$ cat config.mk
export PLATFORM = sky130hd
export DESIGN_NAME = cm_word_packer
export DESIGN_NICKNAME = d
export VERILOG_FILES = /design/src/rtl/cm_word_packer.sv
export SDC_FILE = /design/constraint.sdc
export NUM_CORES = 1
export LEC_CHECK = 0
export ABC_CLOCK_PERIOD_IN_PS = 2000
export CORE_MARGIN = 2
export CORE_UTILIZATION = 53
export CTS_CLUSTER_SIZE = 28
export DETAILED_ROUTE_END_ITERATION = 8
export GPL_TIMING_DRIVEN = 0
export PLACE_DENSITY = 0.8
export SETUP_SLACK_MARGIN = 0.02
export SLEW_MARGIN = 40
export SYNTH_ARGS = -nofsm -noshare
export SYNTH_HDL_FRONTEND = slang
export SYNTH_SLANG_ARGS = --single-unit
$ cat constraint.sdc
create_clock -name clk -period 2 [get_ports clk]
set_input_delay 0.5 -clock clk [delete_from_list [all_inputs] [get_ports clk]]
set_output_delay 0.5 -clock clk [all_outputs]
set_load 0.02 [all_outputs]
$ cat src/rtl/cm_word_packer.sv
// CM bus byte-to-word packer: assembles CLK_inter byte stream into 64-bit words
// and writes them into the ram1 buffer with a one-cycle strobe and fill status.

module cm_word_packer_chk #(
   parameter bit STOP_ON_FULL = 1'b1
) (
   input logic clk,
   input logic rst,
   input logic ram_wr_en,
   input logic frame_drop,
   input logic full
);

   // Writes are at least a word apart, so a strobe never lasts two cycles.
   a_strobe_single : assert property (@(posedge clk) disable iff (rst)
      ram_wr_en |=> !ram_wr_en);

   a_drop_no_write : assert property (@(posedge clk) disable iff (rst)
      !(ram_wr_en && frame_drop));

   a_full_only_stop : assert property (@(posedge clk) disable iff (rst)
      full |-> STOP_ON_FULL);

endmodule

module cm_word_packer #(
   parameter int BYTES_PER_WORD = 8,
   parameter int ADDR_W         = 4,
   parameter bit STOP_ON_FULL   = 1'b1
) (
   input  logic                        clk,
   input  logic                        rst,
   input  logic [7:0]                  byte_in,
   input  logic                        byte_valid,
   input  logic                        frame_start,
   output logic [ADDR_W-1:0]           ram_addr,
   output logic [BYTES_PER_WORD*8-1:0] ram_data,
   output logic                        ram_wr_en,
   output logic [ADDR_W:0]             word_count,
   output logic [2:0]                  byte_idx,
   output logic                        full,
   output logic                        overflow,
   output logic                        frame_drop
);

   localparam int WORD_W = BYTES_PER_WORD * 8;
   localparam int DEPTH  = 2 ** ADDR_W;

   localparam logic [2:0]        LAST_IDX = 3'(BYTES_PER_WORD - 1);
   localparam logic [ADDR_W:0]   CNT_MAX  = (ADDR_W + 1)'(DEPTH);
   localparam logic [ADDR_W:0]   CNT_LAST = (ADDR_W + 1)'(DEPTH - 1);
   localparam logic [ADDR_W:0]   CNT_ONE  = (ADDR_W + 1)'(1);
   localparam logic [ADDR_W-1:0] PTR_ONE  = ADDR_W'(1);

   typedef enum logic [1:0] {
      ST_IDLE    = 2'd0,
      ST_COLLECT = 2'd1,
      ST_FULL    = 2'd2
   } state_t;

   state_t              state_r;
   state_t              state_nxt_s;
   logic [WORD_W-1:0]   shift_r;
   logic [WORD_W-1:0]   shift_nxt_s;
   logic [2:0]          byte_idx_r;
   logic [2:0]          idx_nxt_s;
   logic                wr_pulse_s;
   logic                drop_s;
   logic                ovf_set_s;

   logic [ADDR_W-1:0]   wr_ptr_r;
   logic [WORD_W-1:0]   ram_data_r;
   logic                ram_wr_en_r;
   logic [ADDR_W:0]     word_count_r;
   logic                full_r;
   logic                overflow_r;
   logic                frame_drop_r;

   // Next-state, byte assembly and event decode.
   always_comb begin
      state_nxt_s = state_r;
      shift_nxt_s = shift_r;
      idx_nxt_s   = byte_idx_r;
      wr_pulse_s  = 1'b0;
      drop_s      = 1'b0;
      ovf_set_s   = 1'b0;
      case (state_r)
         ST_IDLE, ST_COLLECT: begin
            if (frame_start) begin
               // Resync wins over a coincident byte 7: the partial word is dropped.
               drop_s = (byte_idx_r != 3'd0);
               if (byte_valid) begin
                  shift_nxt_s = {{(WORD_W - 8){1'b0}}, byte_in};
                  idx_nxt_s   = 3'd1;
                  state_nxt_s = ST_COLLECT;
               end else begin
                  shift_nxt_s = {WORD_W{1'b0}};
                  idx_nxt_s   = 3'd0;
                  state_nxt_s = ST_IDLE;
               end
            end else if (byte_valid) begin
               shift_nxt_s = {shift_r[WORD_W-9:0], byte_in};
               if (byte_idx_r == LAST_IDX) begin
                  idx_nxt_s  = 3'd0;
                  wr_pulse_s = 1'b1;
                  if (STOP_ON_FULL && (word_count_r == CNT_LAST)) begin
                     state_nxt_s = ST_FULL;
                  end else begin
                     state_nxt_s = ST_COLLECT;
                  end
               end else begin
                  idx_nxt_s   = byte_idx_r + 3'd1;
                  state_nxt_s = ST_COLLECT;
               end
            end else begin
               state_nxt_s = state_r;
            end
         end
         ST_FULL: begin
            ovf_set_s = byte_valid;
         end
         default: begin
            state_nxt_s = ST_IDLE;
         end
      endcase
   end

   // State, shift register and byte index.
   always_ff @(posedge clk) begin
      if (rst) begin
         state_r    <= ST_IDLE;
         shift_r    <= {WORD_W{1'b0}};
         byte_idx_r <= 3'd0;
      end else begin
         state_r    <= state_nxt_s;
         shift_r    <= shift_nxt_s;
         byte_idx_r <= idx_nxt_s;
      end
   end

   // RAM write port: data/strobe on completion, pointer advances after the strobe.
   always_ff @(posedge clk) begin
      if (rst) begin
         ram_wr_en_r  <= 1'b0;
         ram_data_r   <= {WORD_W{1'b0}};
         wr_ptr_r     <= {ADDR_W{1'b0}};
         word_count_r <= {(ADDR_W + 1){1'b0}};
      end else begin
         ram_wr_en_r <= wr_pulse_s;
         if (wr_pulse_s) begin
            ram_data_r <= shift_nxt_s;
            if (word_count_r != CNT_MAX) begin
               word_count_r <= word_count_r + CNT_ONE;
            end
         end
         if (ram_wr_en_r) begin
            wr_ptr_r <= wr_ptr_r + PTR_ONE;
         end
      end
   end

   // Status flags.
   always_ff @(posedge clk) begin
      if (rst) begin
         full_r       <= 1'b0;
         overflow_r   <= 1'b0;
         frame_drop_r <= 1'b0;
      end else begin
         full_r       <= (state_nxt_s == ST_FULL);
         overflow_r   <= overflow_r | ovf_set_s;
         frame_drop_r <= drop_s;
      end
   end

   // The strobe must drop in the very cycle rst is raised, hence the gate.
   assign ram_wr_en  = ram_wr_en_r & ~rst;
   assign ram_addr   = wr_ptr_r;
   assign ram_data   = ram_data_r;
   assign word_count = word_count_r;
   assign byte_idx   = byte_idx_r;
   assign full       = full_r;
   assign overflow   = overflow_r;
   assign frame_drop = frame_drop_r;

   cm_word_packer_chk #(
      .STOP_ON_FULL (STOP_ON_FULL)
   ) u_chk (
      .clk        (clk),
      .rst        (rst),
      .ram_wr_en  (ram_wr_en),
      .frame_drop (frame_drop),
      .full       (full)
   );

endmodule

== After elaboration in Yosys (flattened, before gate mapping) ==
Index checks and enable logic that the tools add are counted.

* Flip-flop bits (word level): 146
* Input bits: 12
* Output and inout bits: 80
* Word-level logic and storage cells: 50

* $add $sub $neg: 3
* Eq/ne operators: 6
* Muxes and demuxes: 19
* Bitwise operators: 5
* Reductions and logical operators: 7

{| class="wikitable"
|+ Operator list
! kind !! number
|-
| two-way mux 64 bit || 3
|-
| two-way mux 3 bit || 3
|-
| two-way mux 2 bit || 4
|-
| two-way mux 8 bit || 1
|-
| two-way mux 1 bit || 7
|-
| adder 5 x 1 -> 5 bit (second input constant) || 1
|-
| == test 5 x 4 -> 1 bit (second input constant) || 1
|-
| != test 5 bit (second input constant) || 1
|-
| adder 4 x 1 -> 4 bit (second input constant) || 1
|-
| == test 2 bit (second input constant) || 2
|-
| one-hot mux 2 bit (2 select lines) || 1
|-
| AND reduction 2 bit || 2
|-
| adder 3 x 1 -> 3 bit (second input constant) || 1
|-
| == test 3 bit (second input constant) || 1
|-
| inverter 1 bit || 3
|-
| nonzero test 3 bit || 1
|-
| OR reduction 3 bit || 1
|-
| == test 2 x 1 -> 1 bit (second input constant) || 1
|-
| logical NOT 2 bit || 1
|-
| nonzero test 2 bit || 1
|-
| OR reduction 2 bit || 1
|-
| bitwise AND 1 bit || 1
|-
| OR 1 bit || 1
|}

== Logic depth before layout (Yosys ltp) ==
Gate-level depths: netlist of the first run.

* Depth after elaboration: 7
* Gate-level depth with buffers: 7
* Gate-level depth less buffers: 6

== Least setup slack after synthesis of the first run ==
OpenSTA, ideal clock, no wires.

* Path kind: register to register
* Start: reg byte_idx_r[0] (netlist: byte_idx[0])
* End: reg word_count_r[0] (netlist: word_count[0])
* Library setup time: 0.121 ns
* Arrival time: 1.654 ns
* Data required time: 1.879 ns
* Path slack: 0.226 ns
* Cell stages (with the launch flop): 6
* Path buffers: 0
* Clock period less this slack: 1.774 ns
* Cell sequence: dfxtp_1 ha_1 ha_1 nand4bb_1 a41oi_2 mux2_2

* Word-level cells in the longest chain between the ends: 6

{| class="wikitable"
|+ Ends and longest elaborated chain
! what !! line !! source
|-
| from (decl) || 65 || <nowiki>logic [2:0] byte_idx_r;</nowiki>
|-
| from (signal assigned) || 137 || <nowiki>byte_idx_r <= idx_nxt_s;</nowiki>
|-
| == test 3 bit || 103 || <nowiki>if (byte_idx_r == LAST_IDX) begin</nowiki>
|-
| two-way mux 1 bit || 103 ||
|-
| two-way mux 1 bit || 101 || <nowiki>end else if (byte_valid) begin</nowiki>
|-
| two-way mux 1 bit || 89 || <nowiki>if (frame_start) begin</nowiki>
|-
| two-way mux 1 bit || 87 || <nowiki>case (state_r)</nowiki>
|-
| AND reduction 2 bit (no source line) || - ||
|-
| to (signal assigned) || 147 || <nowiki>word_count_r <= {(ADDR_W + 1){1'b0}};</nowiki>
|-
| to (signal assigned) || 153 || <nowiki>word_count_r <= word_count_r + CNT_ONE;</nowiki>
|-
| to (decl) || 74 || <nowiki>logic [ADDR_W:0] word_count_r;</nowiki>
|}

No other way between the ends.
A chain may end at the register's enable or synchronous reset.

== Worst setup path after layout of the first run ==
* Start: in rst
* End: out ram_wr_en

* Word-level cells in the longest chain between the ends: 2

{| class="wikitable"
|+ Ends and longest elaborated chain
! what !! line !! source
|-
| from (decl) || 32 || <nowiki>input logic rst,</nowiki>
|-
| inverter 1 bit || 176 || <nowiki>assign ram_wr_en = ram_wr_en_r & ~rst;</nowiki>
|-
| bitwise AND 1 bit || 176 ||
|-
| to (decl) || 38 || <nowiki>output logic ram_wr_en,</nowiki>
|}

No other way between the ends.

==> reports/results.ini, run 1 <==
[layout]
multi_input_area_sq_um = 2410
finish.utilization_pct = 71.7
antenna_cells_inserted = 0
drive_gt1_share_pct = 8.84
area_growth_pct = 32.9
fin_nets = 800
fillerInstances = 789
final-seq-area_sq_um = 2760

[floorplan]
rows = 37
die_area_sq_um = 11200
die_x_um = 106
die_h_um = 106
core_area_sq_um = 10200
pin_count = 92
start_util_pct = 54.0

[synthesis]
synth.area.mux_share_pct = 0.569
yosysWarnings = 0
synth.most_common_cell = dfxtp_1
ys_seq_elements = 138
synthTopCellsByArea = dfxtp_1 (50%), a21oi_1 (10%), nand2_1 (8.8%)
postSynthAreaPerCell_sq_um = 8.22
ys_types = 35
syn_area_sq_um = 5500
postSynthCellCount = 669
async_reset_ff_share_pct = 0
yosys-top-cells-count = dfxtp_1 (138), nand2_1 (129), a21oi_1 (114), nand3_1 (55), nor2b_1 (50)
syn-num-nets = 688
synth_top_cell_area_share_pct = 50.3
synth_ff_type = dfxtp_1
synth_edf_count = 0
ys_seq_area_share_pct = 50.3
synth_xor_area_share_pct = 0.478
synth_compound_area_share_pct = 18.8
synthAdderAreaFrac_pct = 1.59
synth-simple-area-share_pct = 22.2
yosys.area.top_type = dfxtp_1
synth_top_family_by_area = simple AND/OR/NAND/NOR gates

[status]
run_status = complete, no violations

[worst_hold_path]
hold_depth = 2
min_from = ram_data[18]$_SDFFE_PP0P_
holdPathEnd = ram_data[18]$_SDFFE_PP0P_
worst_hold_path_type = flip-flop to flip-flop

[timing]
rsz0062_at_grt = false
whs_ns = 0.451
fin_ws_ns = 0.0514
finalSetupTns_ns = 0
worst_pin_slew_ns = 0.606
hold_violations = 0
drv_slew = 0
finalCritPeriodShare_pct = 97.4
slew_headroom_pct = 59.6
period_needed_ns = 1.95
final-setup-viol-count = 0
finClkSkew_ns = 0.00595
fmax_mhz = 513

[critical_path]
path_max_fanout = 10
arrival_ns = 1.45
reg2reg_depth = 7
slowest_delay_ns = 0.47
slowest_stage = clkdlybuf4s50_1
start_kind = input port
critical_path.startpoint = rst
cp-end-kind = output pin
worstReg2RegStart = byte_idx[0]$_SDFFE_PP0P_
cp.required_ns = 1.50
critPathKind = input port to output pin
r2r_setup_slack_ns = 0.16
path_cells = clkdlybuf4s50_1 -> buf_8 -> nor2b_1 -> buf_4
timing.rr.end = ram_data[42]$_SDFFE_PP0P_

[grt]
grt_util_all_layers_pct = 26.3
grt_max_degree = 17
grt_pass1_wl_um = 23800
grt_pass1_vias = 4968
gr-total-overflow = 0
antenna_found_initial = 0

[drt]
firstDrtPassIters = 5
antenna_left = 0
routed_wl_um = 14900
vias = 5229
drtIter0Drc = 317
drc_errors = 0
wl_per_cell_um = 16.0
vias_per_cell = 5.63

[cts]
tritoncts = done
cts_sinks = 138
cts_root_buf = clkbuf_8
hold_buffers = 0
clock_latency_ns = 0.51
cts_buffer_depth = 2
numCtsBuffers = 17
cts_max_level = 4
clk_pin_slew_ns = 0.06

[job]
max_cap_violations = 0

[placement]
pre_cts_slack_ns = -0.755
hpwl_um = 9930
gp_congestion = 0.860
port_buffers = 91

[pwr]
leakage_uw = 0.00345
irDropWorstVdd_uv = 493
p_per_area_nw_per_um2 = 839
total_power_uw = 6130

-- layer usage --
metal	track usage, %	up-vias	routed length, um
met3	5.63	29	773
met1	34.1	2496	6370
li1	-	2516	-
met2	43.3	188	7380
met4	9.87	0	365
met5	0	-	0
-- worst max-delay path: cells and delay by family --
family,cells,cell delay [ns]
buffers and inverters,3,0.82
AND/OR/NAND/NOR,1,0.13
-- report_power, final --
part	total, uW	leakage (uW)	switching [uW]	internal, uW
logic	227	0.00205	156	71.6
registers	2780	0.00111	14.0	2760
clock network	3120	0.000282	1170	1950
total	6130	0.00345	1340	4790
-- layout by cell type, fill, tap and decap left out, types with 18 or more instances in the layout --
master and n:
nor2_1 23, buf_2 18, nand3_1 55, o22ai_1 47, clkbuf_1 28, dfxtp_1 138, nor2b_1 50, clkdlybuf4s50_1 23
dlymetal6s2s_1 51, a21oi_1 114, nand2_1 129
-- layout make-up --
class / instances / area share (%)
inverter: 10 / 0.514
clock inverter: 11 / 1.99
timing repair buffer: 93 / 14.1
tap: 136 / 2.33
clock buffer: 19 / 6.05
multi-input combinational: 459 / 32.9
sequential: 138 / 37.8
buffer: 62 / 4.23
-- flip-flops by register name (all words and copies together), names as in the netlist --
register     flops
ram_data        64
shift_r         56
word_count       5
ram_addr         4
byte_idx         3
state_r          2
frame_drop       1
full             1
overflow         1
ram_wr_en_r      1
-- metrics by stage --
stage	area (sq um)	std cells
floorplan	5500	669
global placement	6580	896
detailed placement	6580	896
CTS	7150	926
global route	7300	928
finish	7300	928
-- worst max-delay path by stage --
stage / to / slack, ns / cells past startpoint
4_1_cts: ram_data[54] / 0.02 / 1
5_1_grt: ram_data[25] / 0.02 / 1
3_3_place_gp: ram_wr_en / -0.74 / 4
2_1_floorplan: word_count[0]$_SDFFE_PP0P_ / 0.23 / 5
6_report: ram_wr_en / 0.05 / 4
3_5_place_dp: ram_wr_en / -0.75 / 4
-- what timing repair did --
action,4_1_cts,5_1_grt
setup endpoints to repair,17,89
setup buffers,0,2
hold endpoints to repair,0,0
resized for setup,23,56
-- cell families after synthesis --
group,Yosys count
and+or+nand+nor,264
AOI/OAI and AO/OA,182
DFF,138
buffers and inverters,72
adders and majority gates,7
xor gates and xnor gates,3
muxes,3
(Power assumes the default switching activity.)
==> run 2: changes to the inputs <==
- ABC_CLOCK_PERIOD_IN_PS: 2000 -> 2100
- clock period: 2 -> 2.1 ns (I/O delays scaled with it)
==> run 2 against run 1 <==
  * Worst hold slack improved by 0.00070 ns
  * Cell area is 1.7% lower
  * Final cell count decreased by 0.22%
  * Register-to-register slack about the same
  * Core utilization shrank 1.2 points
  * Highest routed layer unchanged
==> reports/results.ini, run 2 (synthesis gave the netlist of run 1 again) <==
[floorplan]
pin_count = 92  ; unchanged
die_x_um = 106  ; unchanged
die_h_um = 106  ; unchanged
rows = 37  ; unchanged
start_util_pct = 54.0  ; unchanged
die_area_sq_um = 11200  ; unchanged
core_area_sq_um = 10200  ; unchanged

[timing]
fmax_mhz = 492
final-setup-viol-count = 0  ; unchanged
period_needed_ns = 2.03
finalCritPeriodShare_pct = 96.8
whs_ns = 0.452  ; +0.000695 ns
hold_violations = 0  ; unchanged
slew_headroom_pct = 58.3  ; -1.2 points
finClkSkew_ns = 0.00847  ; +0.00251 ns
worst_pin_slew_ns = 0.625  ; +0.0185 ns
finalSetupTns_ns = 0  ; unchanged
drv_slew = 0  ; unchanged
rsz0062_at_grt = false

[drt]
drtIter0Drc = 352  ; +11%
antenna_left = 0  ; unchanged
routed_wl_um = 14500  ; -2.3%
wl_per_cell_um = 15.7  ; -2.1%
drc_errors = 0  ; unchanged
vias = 5195  ; -0.65%
firstDrtPassIters = 4  ; -1
vias_per_cell = 5.61  ; -0.44%

[layout]
antenna_cells_inserted = 0  ; unchanged
final-seq-area_sq_um = 2760  ; unchanged
multi_input_area_sq_um = 2400  ; -0.31%
area_growth_pct = 30.6
final_common_cell = dfxtp_1
final_cells = 926  ; -0.22%
largest_reg_flops = 64  ; unchanged
fillerInstances = 809  ; +2.5%
mostFrequentLayoutCells = dfxtp_1 (138), nand2_1 (129), a21oi_1 (114)
drive_gt1_share_pct = 8.23  ; -0.61 points
fin_nets = 798  ; -0.25%

[cts]
cts_max_level = 4  ; unchanged
cts_buffer_depth = 2  ; unchanged
cts.repair.resized = 11  ; -52%
cts_sinks = 138  ; unchanged
clock_latency_ns = 0.52  ; about the same
cts_root_buf = clkbuf_8
hold_buffers = 0  ; unchanged
clk_pin_slew_ns = 0.06  ; about the same
numCtsBuffers = 17  ; unchanged
tritoncts = done
post_cts_buffers = 0  ; unchanged

[grt]
grt_util_all_layers_pct = 26.3  ; -0.053 points
antenna_found_initial = 0  ; unchanged
grt_pass1_wl_um = 23800  ; -0.17%
gr-total-overflow = 0  ; unchanged
grt_max_degree = 17  ; unchanged
grt_pass1_vias = 4965  ; -0.060%

[pwr]
leakage_uw = 0.00252  ; -27%
irDropWorstVdd_uv = 471  ; -4.4%
p_per_area_nw_per_um2 = 813  ; -3.1%

[critical_path]
path_max_fanout = 10  ; unchanged
critPathKind = input port to output pin
cp.required_ns = 1.57  ; +0.07 ns
path_cells = clkdlybuf4s50_1 -> clkbuf_8 -> nor2b_1 -> buf_2
slowest_stage = clkdlybuf4s50_1
cp_top_family = buffers and inverters
start_kind = input port
slowest_delay_ns = 0.46  ; about the same
cp_num_buf_inv = 3  ; unchanged
arrival_ns = 1.51  ; +0.06 ns
cp-end-kind = output pin

[job]
max_cap_violations = 0  ; unchanged

[placement]
hpwl_um = 9930  ; unchanged
place_inst = 896  ; unchanged
gp_congestion = 0.860  ; unchanged
port_buffers = 91  ; unchanged

[worst_hold_path]
worst_hold_path_type = flip-flop to flip-flop

[status]
run_status = complete, no violations

==> run 2: cell types whose count changed in the layout (fill, tap and decap cells not counted) <==
cell             before  now
ha_2                  1    0
nand4bb_1             0    1
and4bb_1              0    1
dlygate4sd2_1        16    4
buf_2                18   19
nand4bb_2             1    0
and4bb_2              1    0
buf_8                 1    0
clkbuf_8              3    4
dlymetal6s2s_1       51    5
buf_4                14   11
ha_1                  6    7
clkdlybuf4s50_1      23   81
==> run 2: cell type report <==
type / instances / share of cell area (%)
flip-flops and latches: 138 / 38.5
multi-input cells: 459 / 33.4
repair buffers: 91 / 12.7
clock buffers: 19 / 6.15
plain buffers: 62 / 4.29
well taps: 136 / 2.37
clock inverters: 11 / 2.02
inverters: 10 / 0.523
==> run 2: stage by stage <==
stage	power [uW]	utilization [%]	area, sq um	setup WS (ns)
after floorplan	2830	-	5500	0.326
after global placement	2910	64.6	6580	-0.694
after detailed placement	2910	64.6	6580	-0.705
after CTS	5840	70.3	7160	0.0244
after global routing	5990	70.5	7180	0.0289
final	5830	70.5	7180	0.0682
==> run 2: power by group <==
group | internal [uW] | total, uW | leakage [uW] | switching [uW]
Clock | 1860 | 2970 | 0.000282 | 1110
Sequential | 2630 | 2650 | 0.00111 | 13.4
Combinational | 67.7 | 215 | 0.00113 | 147
Total | 4560 | 5830 | 0.00252 | 1270
==> run 2: worst reg2reg max path, stage by stage, from the launching register on <==
cell       delay [ns]
dfxtp_1          0.39
ha_1             0.18
ha_1             0.26
nand4bb_1        0.28
a41oi_2          0.35
mux2_2           0.37
==> run 2: per-layer routing <==
layer  wire length (um)  share of wire (%)  GRT usage [%]
met4                343                2.4           9.68
met1               6210                 43           34.0
met5                  0                  0              0
met3                850                5.8           5.63
met2               7130                 49           43.3
==> run 2: worst paths after layout <==
path	from	end	slack, ns	cells after the start
min reg2reg	ram_data[18]$_SDFFE_PP0P_	ram_data[18]$_SDFFE_PP0P_	0.45	2
min	ram_data[18]$_SDFFE_PP0P_	ram_data[18]$_SDFFE_PP0P_	0.45	2
max	rst	ram_wr_en	0.07	4
max reg2reg	byte_idx[0]$_SDFFE_PP0P_	word_count[0]$_SDFFE_PP0P_	0.16	5
==> run 3: changes to the inputs <==
- CORE_UTILIZATION: 53 -> 45
- CTS_CLUSTER_DIAMETER: not set -> 50
- PLACE_DENSITY: 0.8 -> 0.69
==> run 3 against run 2 <==
  * Global-route usage down 3.2 points
  * Highest routed layer unchanged
  * Critical endpoint is now byte_idx[0]
  * Total power up 3.9%
  * Largest cell class unchanged
  * Combinational power about the same
==> reports/results.ini, run 3 (synthesis gave the netlist of run 1 again) <==
[status]
run_status = complete, no violations

[grt]
gr-total-overflow = 0  ; unchanged
grt_pass1_wl_um = 24000  ; +0.81%
grt_util_all_layers_pct = 23.1  ; -3.2 points
antenna_found_initial = 0  ; unchanged
grt_max_degree = 17  ; unchanged
grt_pass1_vias = 4920  ; -0.91%

[layout]
fillerInstances = 1046  ; +29%
mostFrequentLayoutCells = dfxtp_1 (138), nand2_1 (129), a21oi_1 (114)
final_area_sq_um = 7240  ; +0.85%
fin_nets = 799  ; +0.13%
antenna_cells_inserted = 0  ; unchanged
final_common_cell = dfxtp_1
drive_gt1_share_pct = 8.58  ; +0.35 points
area_growth_pct = 31.7
largest_reg_flops = 64  ; unchanged

[drt]
firstDrtPassIters = 5  ; +1
drtIter0Drc = 320  ; -9.1%
antenna_left = 0  ; unchanged
routed_wl_um = 14600  ; +0.47%
vias_per_cell = 5.41  ; -3.6%
vias = 5084  ; -2.1%
wl_per_cell_um = 15.5  ; -1.0%
drc_errors = 0  ; unchanged

[timing]
finalSetupTns_ns = 0  ; unchanged
rsz0062_at_grt = false
worst_pin_slew_ns = 0.577  ; -0.0475 ns
fin_ws_ns = 0.0945  ; +0.0262 ns
fmax_mhz = 499  ; +1.3%
slew_headroom_pct = 61.5  ; +3.2 points
period_needed_ns = 2.01  ; -0.0262 ns
drv_slew = 0  ; unchanged
final-setup-viol-count = 0  ; unchanged
finalCritPeriodShare_pct = 95.5  ; -1.2 points
hold_violations = 0  ; unchanged
finClkSkew_ns = 0.00741  ; -0.00106 ns

[placement]
hpwl_um = 10200  ; +2.8%
port_buffers = 91  ; unchanged
pre_cts_slack_ns = -0.718  ; -0.0126 ns
dpl_cell_area_sq_um = 6590  ; +0.21%
gp_congestion = 0.808  ; -6.0%

[cts]
hold_buffers = 0  ; unchanged
cts_sinks = 138  ; unchanged
cts_root_buf = clkbuf_16
numCtsBuffers = 17  ; unchanged
cts_buffer_depth = 2  ; unchanged
clock_latency_ns = 0.43  ; -0.09 ns
cts_max_level = 4  ; unchanged
tritoncts = done
clk_pin_slew_ns = 0.06  ; about the same

[pwr]
power.share.combinational_pct = 3.6  ; about the same
p_int_uw = 4720  ; +3.6%
switching_share_pct = 22.0  ; +0.20 points
netSwitchingPower_uw = 1340  ; +4.8%
irDropWorstVdd_uv = 465  ; -1.3%
pwr-share-clk_pct = 52.8  ; +1.8 points
p_per_area_nw_per_um2 = 837  ; +3.0%
leakage_uw = 0.00243  ; -3.5%
seq_power_share_pct = 43.7  ; -1.7 points

[critical_path]
path_cells = clkdlybuf4s50_1
critPathKind = flip-flop to output pin
cp_num_buf_inv = 1  ; -2
start_kind = flip-flop
cp-end-kind = output pin
slowest_stage = clkdlybuf4s50_1
cp_top_family = buffers and inverters
slowest_delay_ns = 0.65  ; +0.19 ns
arrival_ns = 1.48  ; -0.03 ns
path_max_fanout = 5  ; -5
cp.required_ns = 1.57  ; about the same

[floorplan]
rows = 40  ; +8.1%
die_x_um = 115  ; +8.2%
pin_count = 92  ; unchanged
die_h_um = 115  ; +8.2%
core_area_sq_um = 12000  ; +17%
start_util_pct = 46.0  ; -8.0 points
die_area_sq_um = 13100  ; +17%

[worst_hold_path]
worst_hold_path_type = flip-flop to flip-flop

[job]
max_cap_violations = 0  ; unchanged

-- run 3: cell count changes in the layout (fill, tap and decap cells not counted), sizes merged --
cell / previous run / this run
buf: 33 / 34
bufinv: 3 / 4
clkbuf: 49 / 48
clkdlybuf4s50: 81 / 90
clkinv: 3 / 4
clkinvlp: 3 / 4
dlygate4sd2: 4 / 0
dlymetal6s2s: 5 / 0
-- run 3: stage by stage --
step / utilization, % / hold slack (ns) / power [uW] / cells
2_1_floorplan: - / 0.432 / 2830 / 669
3_3_place_gp: 55.1 / 0.445 / 2910 / 907
3_5_place_dp: 55.1 / 0.446 / 2910 / 907
4_1_cts: 60.4 / 0.454 / 6080 / 939
5_1_grt: 60.5 / 0.471 / 6220 / 940
6_report: 60.5 / 0.452 / 6060 / 940
-- run 3: power by group through the flow --
stage	registers, uW	logic, uW	clock network (uW)
3_5_place_dp	2700	212	0
3_3_place_gp	2700	205	0
6_report	2650	217	3200
5_1_grt	2650	236	3340
2_1_floorplan	2700	129	0
4_1_cts	2640	215	3220
-- run 3: cell type report --
| cell class | count | area (sq um) | share of cell area, % |
|---|---|---|---|
| Clock inverter | 14 | 195 | 2.70 |
| Inverter | 10 | 37.5 | 0.519 |
| Sequential cell | 138 | 2760 | 38.2 |
| Tap cell | 147 | 184 | 2.54 |
| Multi-Input combinational cell | 459 | 2400 | 33.1 |
| Buffer | 62 | 308 | 4.25 |
| Timing Repair Buffer | 92 | 913 | 12.6 |
| Clock buffer | 18 | 439 | 6.07 |
-- run 3: final timing paths --
| kind | from | to | slack, ns | cells past startpoint |
|---|---|---|---|---|
| worst max-delay path | byte_idx[0]$_SDFFE_PP0P_ | byte_idx[0] | 0.09 | 1 |
| worst min-delay path | ram_data[14]$_SDFFE_PP0P_ | ram_data[14]$_SDFFE_PP0P_ | 0.45 | 2 |
| worst max register to register | byte_idx[0]$_SDFFE_PP0P_ | ram_data[51]$_SDFFE_PP0P_ | 0.18 | 7 |
| worst min register to register | ram_data[14]$_SDFFE_PP0P_ | ram_data[14]$_SDFFE_PP0P_ | 0.45 | 2 |
-- run 3: timing repair --
action / in CTS / in global routing
endpoints found under the setup margin: 1 / 1
resized for setup: 7 / 0
setup buffers: 0 / 1
pin swaps: 0 / 0
-- run 3: routing by layer --
layer | track usage, % | vias up | wire length, um
met5 | 0 | - | 0
met4 | 8.46 | 0 | 248
met3 | 5.08 | 24 | 687
met2 | 38.3 | 136 | 7090
met1 | 29.5 | 2405 | 6580
li1 | - | 2519 | -
